File: config.mk
export PLATFORM = sky130hd
export DESIGN_NAME = series_evaluator
export DESIGN_NICKNAME = d
export VERILOG_FILES = /design/src/rtl/series_pkg.sv /design/src/rtl/series_evaluator_q16_mul.sv /design/src/rtl/series_evaluator.sv
export SDC_FILE = /design/constraint.sdc
export NUM_CORES = 1
export LEC_CHECK = 0
export CAP_MARGIN = 20
export CORE_ASPECT_RATIO = 0.75
export CORE_MARGIN = 5
export CORE_UTILIZATION = 32
export CTS_BUF_LIST = sky130_fd_sc_hd__clkbuf_8 sky130_fd_sc_hd__clkbuf_16
export DETAILED_ROUTE_END_ITERATION = 8
export SLEW_MARGIN = 10
export SYNTH_ARGS = -nofsm -noshare
export SYNTH_HDL_FRONTEND = slang
export SYNTH_SLANG_ARGS = --single-unit
File: constraint.sdc
create_clock -name clk -period 9.7 [get_ports clk]
set_clock_uncertainty 0.1 [all_clocks]
set_input_delay 1.94 -clock clk [delete_from_list [all_inputs] [get_ports clk]]
set_output_delay 1.94 -clock clk [all_outputs]
set_load 0.02 [all_outputs]
File: src/rtl/series_pkg.sv
// Shared types, widths and the truncating Q0.16 multiply for the power-series evaluator.
package series_pkg;

  localparam int unsigned Q_FRAC        = 16;
  localparam int unsigned ADDR_W        = 4;
  localparam int unsigned RES_W_DEFAULT = 21;

  typedef enum logic [1:0] {
    IDLE = 2'd0,
    ITER = 2'd1,
    DONE = 2'd2
  } state_e;

  // Full 32-bit product, floor-truncated to the upper 16 bits.
  function automatic logic [Q_FRAC-1:0] mul_q16(input logic [Q_FRAC-1:0] a,
                                                input logic [Q_FRAC-1:0] b);
    return Q_FRAC'(((2*Q_FRAC)'(a) * (2*Q_FRAC)'(b)) >> Q_FRAC);
  endfunction

endpackage

File: src/rtl/series_evaluator_q16_mul.sv
// Combinational unsigned Q0.16 x Q0.16 multiply returning product[31:16].
module q16_mul
  import series_pkg::*;
(
  input  logic [Q_FRAC-1:0] a,
  input  logic [Q_FRAC-1:0] b,
  output logic [Q_FRAC-1:0] p
);

  always_comb begin
    p = mul_q16(a, b);
  end

endmodule

File: src/rtl/series_evaluator.sv
// Sequential evaluator of P(x) = sum_{k=1..n} s_k * c_k * x^k, one term per clock,
// reading coefficient c_k from an external combinational ROM at address k.
module series_evaluator
  import series_pkg::*;
#(
  parameter int unsigned ALT_SIGN = 0,
  parameter int unsigned RES_W    = RES_W_DEFAULT
) (
  input  logic                    clk,
  input  logic                    rst,
  input  logic                    start,
  input  logic [Q_FRAC-1:0]       x,
  input  logic [ADDR_W-1:0]       n_terms,
  output logic [ADDR_W-1:0]       coef_addr,
  input  logic [Q_FRAC-1:0]       coef_i,
  output logic                    busy,
  output logic                    done,
  output logic [RES_W-1:0]        result
);

  state_e                   state_q, state_d;
  logic [Q_FRAC-1:0]        power_q, power_d;
  logic [Q_FRAC-1:0]        x_q, x_d;
  logic signed [RES_W-1:0]  acc_q, acc_d;
  logic [ADDR_W-1:0]        k_q, k_d;
  logic [ADDR_W-1:0]        n_q, n_d;
  logic [RES_W-1:0]         result_q, result_d;

  logic [Q_FRAC-1:0]        term;
  logic [Q_FRAC-1:0]        power_next;
  logic signed [RES_W-1:0]  term_ext;
  logic signed [RES_W-1:0]  acc_next;
  logic                     sub_term;

  q16_mul u_term_mul (
    .a (power_q),
    .b (coef_i),
    .p (term)
  );

  q16_mul u_power_mul (
    .a (power_q),
    .b (x_q),
    .p (power_next)
  );

  // Even-indexed terms are subtracted only in alternating-sign mode.
  always_comb begin
    sub_term = (ALT_SIGN != 0) && !k_q[0];
    term_ext = {{(RES_W-Q_FRAC){1'b0}}, term};
    acc_next = sub_term ? (acc_q - term_ext) : (acc_q + term_ext);
  end

  always_comb begin
    state_d  = state_q;
    power_d  = power_q;
    x_d      = x_q;
    acc_d    = acc_q;
    k_d      = k_q;
    n_d      = n_q;
    result_d = result_q;
    case (state_q)
      IDLE: begin
        if (start) begin
          power_d = x;
          x_d     = x;
          acc_d   = '0;
          k_d     = ADDR_W'(1);
          n_d     = n_terms;
          state_d = (n_terms != '0) ? ITER : DONE;
        end
      end
      ITER: begin
        acc_d   = acc_next;
        power_d = power_next;
        k_d     = k_q + ADDR_W'(1);
        if (k_q == n_q) begin
          result_d = acc_next;
          state_d  = DONE;
        end
      end
      DONE:    state_d = IDLE;
      default: state_d = IDLE;
    endcase
  end

  always_ff @(posedge clk or posedge rst) begin
    if (rst) begin
      state_q  <= IDLE;
      power_q  <= '0;
      x_q      <= '0;
      acc_q    <= '0;
      k_q      <= '0;
      n_q      <= '0;
      result_q <= '0;
    end else begin
      state_q  <= state_d;
      power_q  <= power_d;
      x_q      <= x_d;
      acc_q    <= acc_d;
      k_q      <= k_d;
      n_q      <= n_d;
      result_q <= result_d;
    end
  end

  // Outputs decode registered state only; start and x never reach them combinationally.
  always_comb begin
    coef_addr = (state_q == ITER) ? k_q : '0;
    busy      = (state_q != IDLE);
    done      = (state_q == DONE);
    result    = result_q;
  end

endmodule
==> impl_results.md, run 1 <==
- CP max FO: 7
- Kind of critical path: in2reg
- Flip-flop and latch count after synthesis: 84
- Ys async rst share: 100%
- Vias in the first global route: 16400
- Measured slew at the worst slew-check pin: 1060 ps
- Avg Inst Size Synth: 8.96 um2
- Drt pass-1 iters: 5
- Longest Clk Path Bufs: 2
- Fmax: 107 MHz
- Initial core utilization: 32.1%
- Port Buffers: 65
- Tcrit/Tclk final: 96.4%
- Crit path time final: 9350 ps
- Minimum hold slack: 400 ps
- Num CTS Buffers: 9
- Routed WL per cell: 16.7 um
- Slowest cell delay on critical path: 560 ps
- Largest net degree at the start of global routing: 63
- Hold Crit Class: reg2reg
- Post-route DRC: 0
- IO Pins: 66
- Layout cells sized above 1: 7.91%
- Fin. max-slew vios: 0
- Synth Area in XOR/XNOR: 2.41%
- Outcome: completed
- Most frequent cells in the layout: inv_1, nand2_1, fa_1, ha_1, and2_1
- Post-synth cell types: 63
- Setup_tns: 0 ps
- Num rows: 80
- Reg area: 2100 um2
- Cts hold-fix bufs: 0
- Largest family of logic cells by synthesized area: adder cells
- Sequential area share after synthesis: 10.3%
- Clk pin slew, worst setup/hold paths: 60 ps
- Initial DRC count: 811
- Adder-cell share of the synthesized area: 51.6%
- Area Growth Syn to Fin: 12.8%
- EDFF count, synth: 0
- Crit path buf inv count: 10
- Dpl ws: -361 ps
- Dpl hpwl: 42400 um
- Max_slew headroom: 28.7%
- Post-synth top flop: dfrtp_1
- Warnings, synthesis: 0
- Leading cell type in the layout, fill and taps excluded: inv_1
- H-tree depth: 3
- CP Launch Type: primary input
- Syn_nets: 2916
- Remaining antenna violation count: 0
- Final setup violating endpoints: 0
- CTS tree: yes
- Final net count: 2981
- Detailed-route vias per instance: 4.79
- Mux share of post-synthesis cell area: 0.941%
- Height of the die: 228 um
- Via Count: 15300
- Netlist Area Pre-Place: 20300 um2
- GP Congestion: 0.910
- Synth Instances: 2270
- Gr ovfl total: 0
- Layout Utilization: 36.3%
- Met2 WL: 22300 um
- Core ar.: 63300 um2
- Final WL: 53400 um
- Final hold viol count: 0
- Compound-gate portion of the synthesized area: 7.38%
- Clk Latency, worst-skew pair: 350 ps
- Routed wl met3: 4590 um
- First-pass GRT wire length: 88500 um
- Synth Area in Simple Gates: 16.7%
- Clk Tree Root Cell: clkbuf_16
- Crit. End Element: flop
- Family with the most delay on the worst path: adder cells
- Wl on met1: 25800 um
- Required @ worst endpoint: 9840 ps
- CP max-delay cell: fa_1
- Max-cap violations: 0
- Initial antenna violation count: 3
- Most used cell, CP: fa_1
- Filler cells: 6429
- Setup ws final: 350 ps
- Global Route Usage Sum: 15.9%
- Top routing layer in use: met5
- Die W: 301 um
- Multi-input gate area: 16200 um2
- Clock sink total: 84
- Arrival @ worst endpoint: 9490 ps
- Die area: 68700 um2
-- layout make-up --
class	count	share of cell area [%]
Clock buffer	11	1.10
Timing Repair Buffer	168	6.46
Multi-Input combinational cell	1610	70.6
Sequential cell	84	9.17
Clock inverter	5	0.365
Tap cell	861	4.70
Inverter	462	7.57
Antenna cell	1	0.0109
-- flip-flops by register name, summed over array words and instances, names as in the netlist --
name	cells
k_q	4
x_q	16
result	21
power_q	16
state_q	2
n_q	4
acc_q	21
-- final timing paths --
kind,from,end,slack [ps],depth (start not counted)
setup reg to reg,power_q[2],result[16],1490,33
setup / recovery,coef_i[7],result[16],350,34
hold reg to reg,n_q[3],n_q[3],400,2
max in group asynchronous,rst,power_q[8],6510,3
min in group asynchronous,rst,result[14],1810,2
hold / removal,n_q[3],n_q[3],400,2
-- metrics by stage --
step,cells,instance area [um2]
3_5_place_dp,3181,22400
4_1_cts,3197,22800
6_report,3202,22900
3_3_place_gp,3181,22400
2_1_floorplan,2270,20300
5_1_grt,3201,22900
-- synth_stat cells (4+ instances only) --
| cell | number | area (um2) |
|---|---|---|
| nand2_1 | 400 | 1500 |
| a22o_1 | 17 | 149 |
| o21ai_0 | 32 | 160 |
| dfrtp_1 | 84 | 2100 |
| and3_1 | 6 | 37.5 |
| xnor2_1 | 39 | 342 |
| nor3_1 | 9 | 45.0 |
| nor2b_1 | 10 | 62.6 |
| o22ai_1 | 11 | 68.8 |
| xor2_1 | 17 | 149 |
| nand4_1 | 13 | 81.3 |
| a21o_1 | 28 | 210 |
| nand2b_1 | 9 | 56.3 |
| a21oi_2 | 6 | 52.6 |
| clkbuf_1 | 113 | 424 |
| mux2_2 | 17 | 191 |
| fa_1 | 387 | 7750 |
| nor4_1 | 4 | 25.0 |
| a31oi_1 | 4 | 25.0 |
| inv_1 | 462 | 1730 |
| o22a_1 | 8 | 70.1 |
| and2_1 | 203 | 1270 |
| ha_1 | 220 | 2750 |
| a21oi_1 | 60 | 300 |
| nor2_1 | 33 | 124 |
| nand3_1 | 18 | 90.1 |
-- tightest hold or removal path: stages (launching register included) --
cell	delay, ps
dfrtp_1	360
nand2_1	50
nand2_1	60
-- timing repair --
action                     in CTS  in global routing
resized for setup               2                 30
cloned                          0                  0
setup buffers                   0                  4
setup endpoints to repair       1                 24
pin swaps                       0                 10
-- layer usage --
metal  GRT usage (%)  vias to the layer above
li1                -                     7017
met1            24.3                     7802
met2            23.0                      467
met3            4.25                       55
met4            2.64                        4
met5               0                        -
-- kinds of logic (layout without fill, tap and decap cells) --
logic type | after synthesis | after routing
mux | 17 | 17
simple gates | 717 | 717
fa+ha+maj | 607 | 607
buf+inv | 576 | 646
xor+xnor | 56 | 56
compound gates | 213 | 213
flops | 84 | 84
other cells | 0 | 1
Power of run 1 is not shown: default switching activity piles up to over one toggle a cycle in this logic, so the estimate is an artifact.
==> run 2: changes to the inputs <==
--- a/config.mk
+++ b/config.mk
@@ -11,6 +11,7 @@
 export CORE_UTILIZATION = 32
 export CTS_BUF_LIST = sky130_fd_sc_hd__clkbuf_8 sky130_fd_sc_hd__clkbuf_16
 export DETAILED_ROUTE_END_ITERATION = 8
+export PLACE_DENSITY = 0.52
 export SLEW_MARGIN = 10
 export SYNTH_ARGS = -nofsm -noshare
 export SYNTH_HDL_FRONTEND = slang
==> run 2 against run 1 <==
- first-iteration DRC count is 3.0% higher
- register-to-register slack worse by 40 ps
- global-route usage is 0.18 points higher
- clock-buffer cell count is 2 lower
- flip-flop and latch count stayed put
==> impl_results.md, run 2 (same netlist as run 1, synthesis figures left out) <==
- R2R Path End: acc_q[20]
- Detailed-route vias per instance: 4.72 (-1.4%)
- Vias in the first global route: 16300 (-0.15%)
- Routed WL per cell: 16.8 um (+0.64%)
- Tcrit/Tclk final: 95.8% (-0.54 points)
- H-tree depth: 3 (unchanged)
- Crit. End Element: flop
- Measured slew at the worst slew-check pin: 1150 ps (+85.4 ps)
- Final WL: 53500 um (+0.27%)
- CP Launch Type: primary input
- Post-route DRC: 0 (unchanged)
- Die W: 301 um (unchanged)
- Max_slew headroom: 23.3% (-5.4 points)
- Clock sink total: 84 (unchanged)
- Max-cap violations: 0 (unchanged)
- CP Launch Point: coef_i[10]
- Largest net degree at the start of global routing: 63 (unchanged)
- Dpl hpwl: 43300 um (+1.9%)
- Core ar.: 63300 um2 (unchanged)
- CP max FO: 9 (+2)
- GP Congestion: 0.855 (-6.1%)
- First-pass GRT wire length: 89100 um (+0.74%)
- Reg area: 2100 um2 (about the same)
- Multi-input gate area: 16200 um2 (-0.24%)
- Filler cells: 6498 (+1.1%)
- Fin. max-slew vios: 0 (unchanged)
- Initial core utilization: 32.1% (unchanged)
- Fmax: 108 MHz (+0.57%)
- Hold Crit Class: reg2reg
- IO Pins: 66 (unchanged)
- Required @ worst endpoint: 9850 ps (about the same)
- Leading cell type in the layout, fill and taps excluded: inv_1
- Setup_tns: 0 ps (unchanged)
- Reg2reg setup slack: 1450 ps (-40 ps)
- Num rows: 80 (unchanged)
- Clk pin slew, worst setup/hold paths: 70 ps (about the same)
- RR Startpoint: power_q[7]
- Layout cells sized above 1: 7.13% (-0.78 points)
- Slowest cell delay on critical path: 550 ps (about the same)
- Global Route Usage Sum: 16.1% (+0.18 points)
- Most frequent cells in the layout: inv_1, nand2_1, fa_1, ha_1, and2_1
- Kind of critical path: in2reg
- Remaining antenna violation count: 0 (unchanged)
- Longest Clk Path Bufs: 2 (unchanged)
- Area Growth Syn to Fin: 12.0%
- CTS tree: yes
- Outcome: completed
- Final net count: 2969 (-0.40%)
- Final setup violating endpoints: 0 (unchanged)
- CP max-delay cell: clkdlybuf4s50_1
- Initial antenna violation count: 2 (-1)
- Die area: 68700 um2 (unchanged)
- Clk Latency, worst-skew pair: 370 ps (+20 ps)
- Initial DRC count: 835 (+3.0%)
- Clk Tree Root Cell: clkbuf_16
- Drt pass-1 iters: 5 (unchanged)
- Final hold viol count: 0 (unchanged)
- Port Buffers: 65 (unchanged)
- Most used cell, CP: fa_1
- Worst-case reg-to-reg path depth: 34 (+3.0%)
- Arrival @ worst endpoint: 9450 ps (-40 ps)
- Gr ovfl total: 0 (unchanged)
- Via Count: 15100 (-1.8%)
- Crit path time final: 9300 ps (-52.8 ps)
- Num CTS Buffers: 9 (unchanged)
- Height of the die: 228 um (unchanged)
- Worst setup endpoint: result[16]
## run 2: changes by cell type in the layout (fill, tap and decap cells not counted), sizes merged
cell | previous run | this run
clkdlybuf4s50 | 58 | 59
inv | 462 | 464
buf | 103 | 91
clkbuf | 11 | 9
clkinv | 1 | 3
bufinv | 2 | 1
dlygate4sd2 | 1 | 0
clkinvlp | 2 | 1
## run 2: per-stage QoR
step | util (%) | setup WS, ps | instance area [um2] | hold WS, ps | std cells
after floorplan | - | 524 | 20300 | 366 | 2270
after global placement | 35.3 | -272 | 22300 | 384 | 3170
after detailed placement | 35.3 | -291 | 22300 | 387 | 3170
after CTS | 35.8 | 35.8 | 22700 | 405 | 3186
after global routing | 36.0 | -18.0 | 22800 | 425 | 3189
final | 36.0 | 403 | 22800 | 401 | 3190
## run 2: worst min path at each step
stage / from / endpoint / slack, ps / depth (start not counted)
final: n_q[2] / n_q[2] / 400 / 2
after global routing: result[8] / result[8] / 420 / 1
after CTS: n_q[3] / n_q[3] / 410 / 2
after detailed placement: n_q[3] / n_q[3] / 390 / 2
after global placement: n_q[3] / n_q[3] / 380 / 2
after floorplan: n_q[0] / n_q[0] / 370 / 2
## run 2: final cells by class
| cell class | count | share of cell area (%) |
|---|---|---|
| Sequential cell | 84 | 9.23 |
| Inverter | 462 | 7.62 |
| Multi-Input combinational cell | 1610 | 70.9 |
| Tap cell | 861 | 4.73 |
| Clock inverter | 7 | 0.412 |
| Antenna cell | 1 | 0.0110 |
| Clock buffer | 9 | 0.989 |
| Timing Repair Buffer | 156 | 6.06 |
## run 2: metal layers
| layer | wire [um] | up-vias | track usage (%) |
|---|---|---|---|
| li1 | - | 6990 | - |
| met1 | 27300 | 7668 | 25.3 |
| met3 | 3200 | 36 | 2.93 |
| met5 | 0 | - | 0 |
| met4 | 654 | 0 | 2.44 |
| met2 | 22300 | 373 | 23.5 |
## run 2: what timing repair did
| item | in CTS | in global routing |
|---|---|---|
| buffers inserted | 0 | 3 |
| hold buffers | 0 | 0 |
| resized for setup | 0 | 24 |
| setup endpoints to repair | 0 | 16 |
## run 2: worst max-delay path: cells and delay by family
family	cells	cell delay, ps
xor gates and xnor gates	2	280
AOI/OAI and AO/OA	9	1900
buffers and inverters	8	1350
muxes	1	260
adders and majority gates	8	3430
and+or+nand+nor	2	260
Power of run 2 is left out for the same reason.
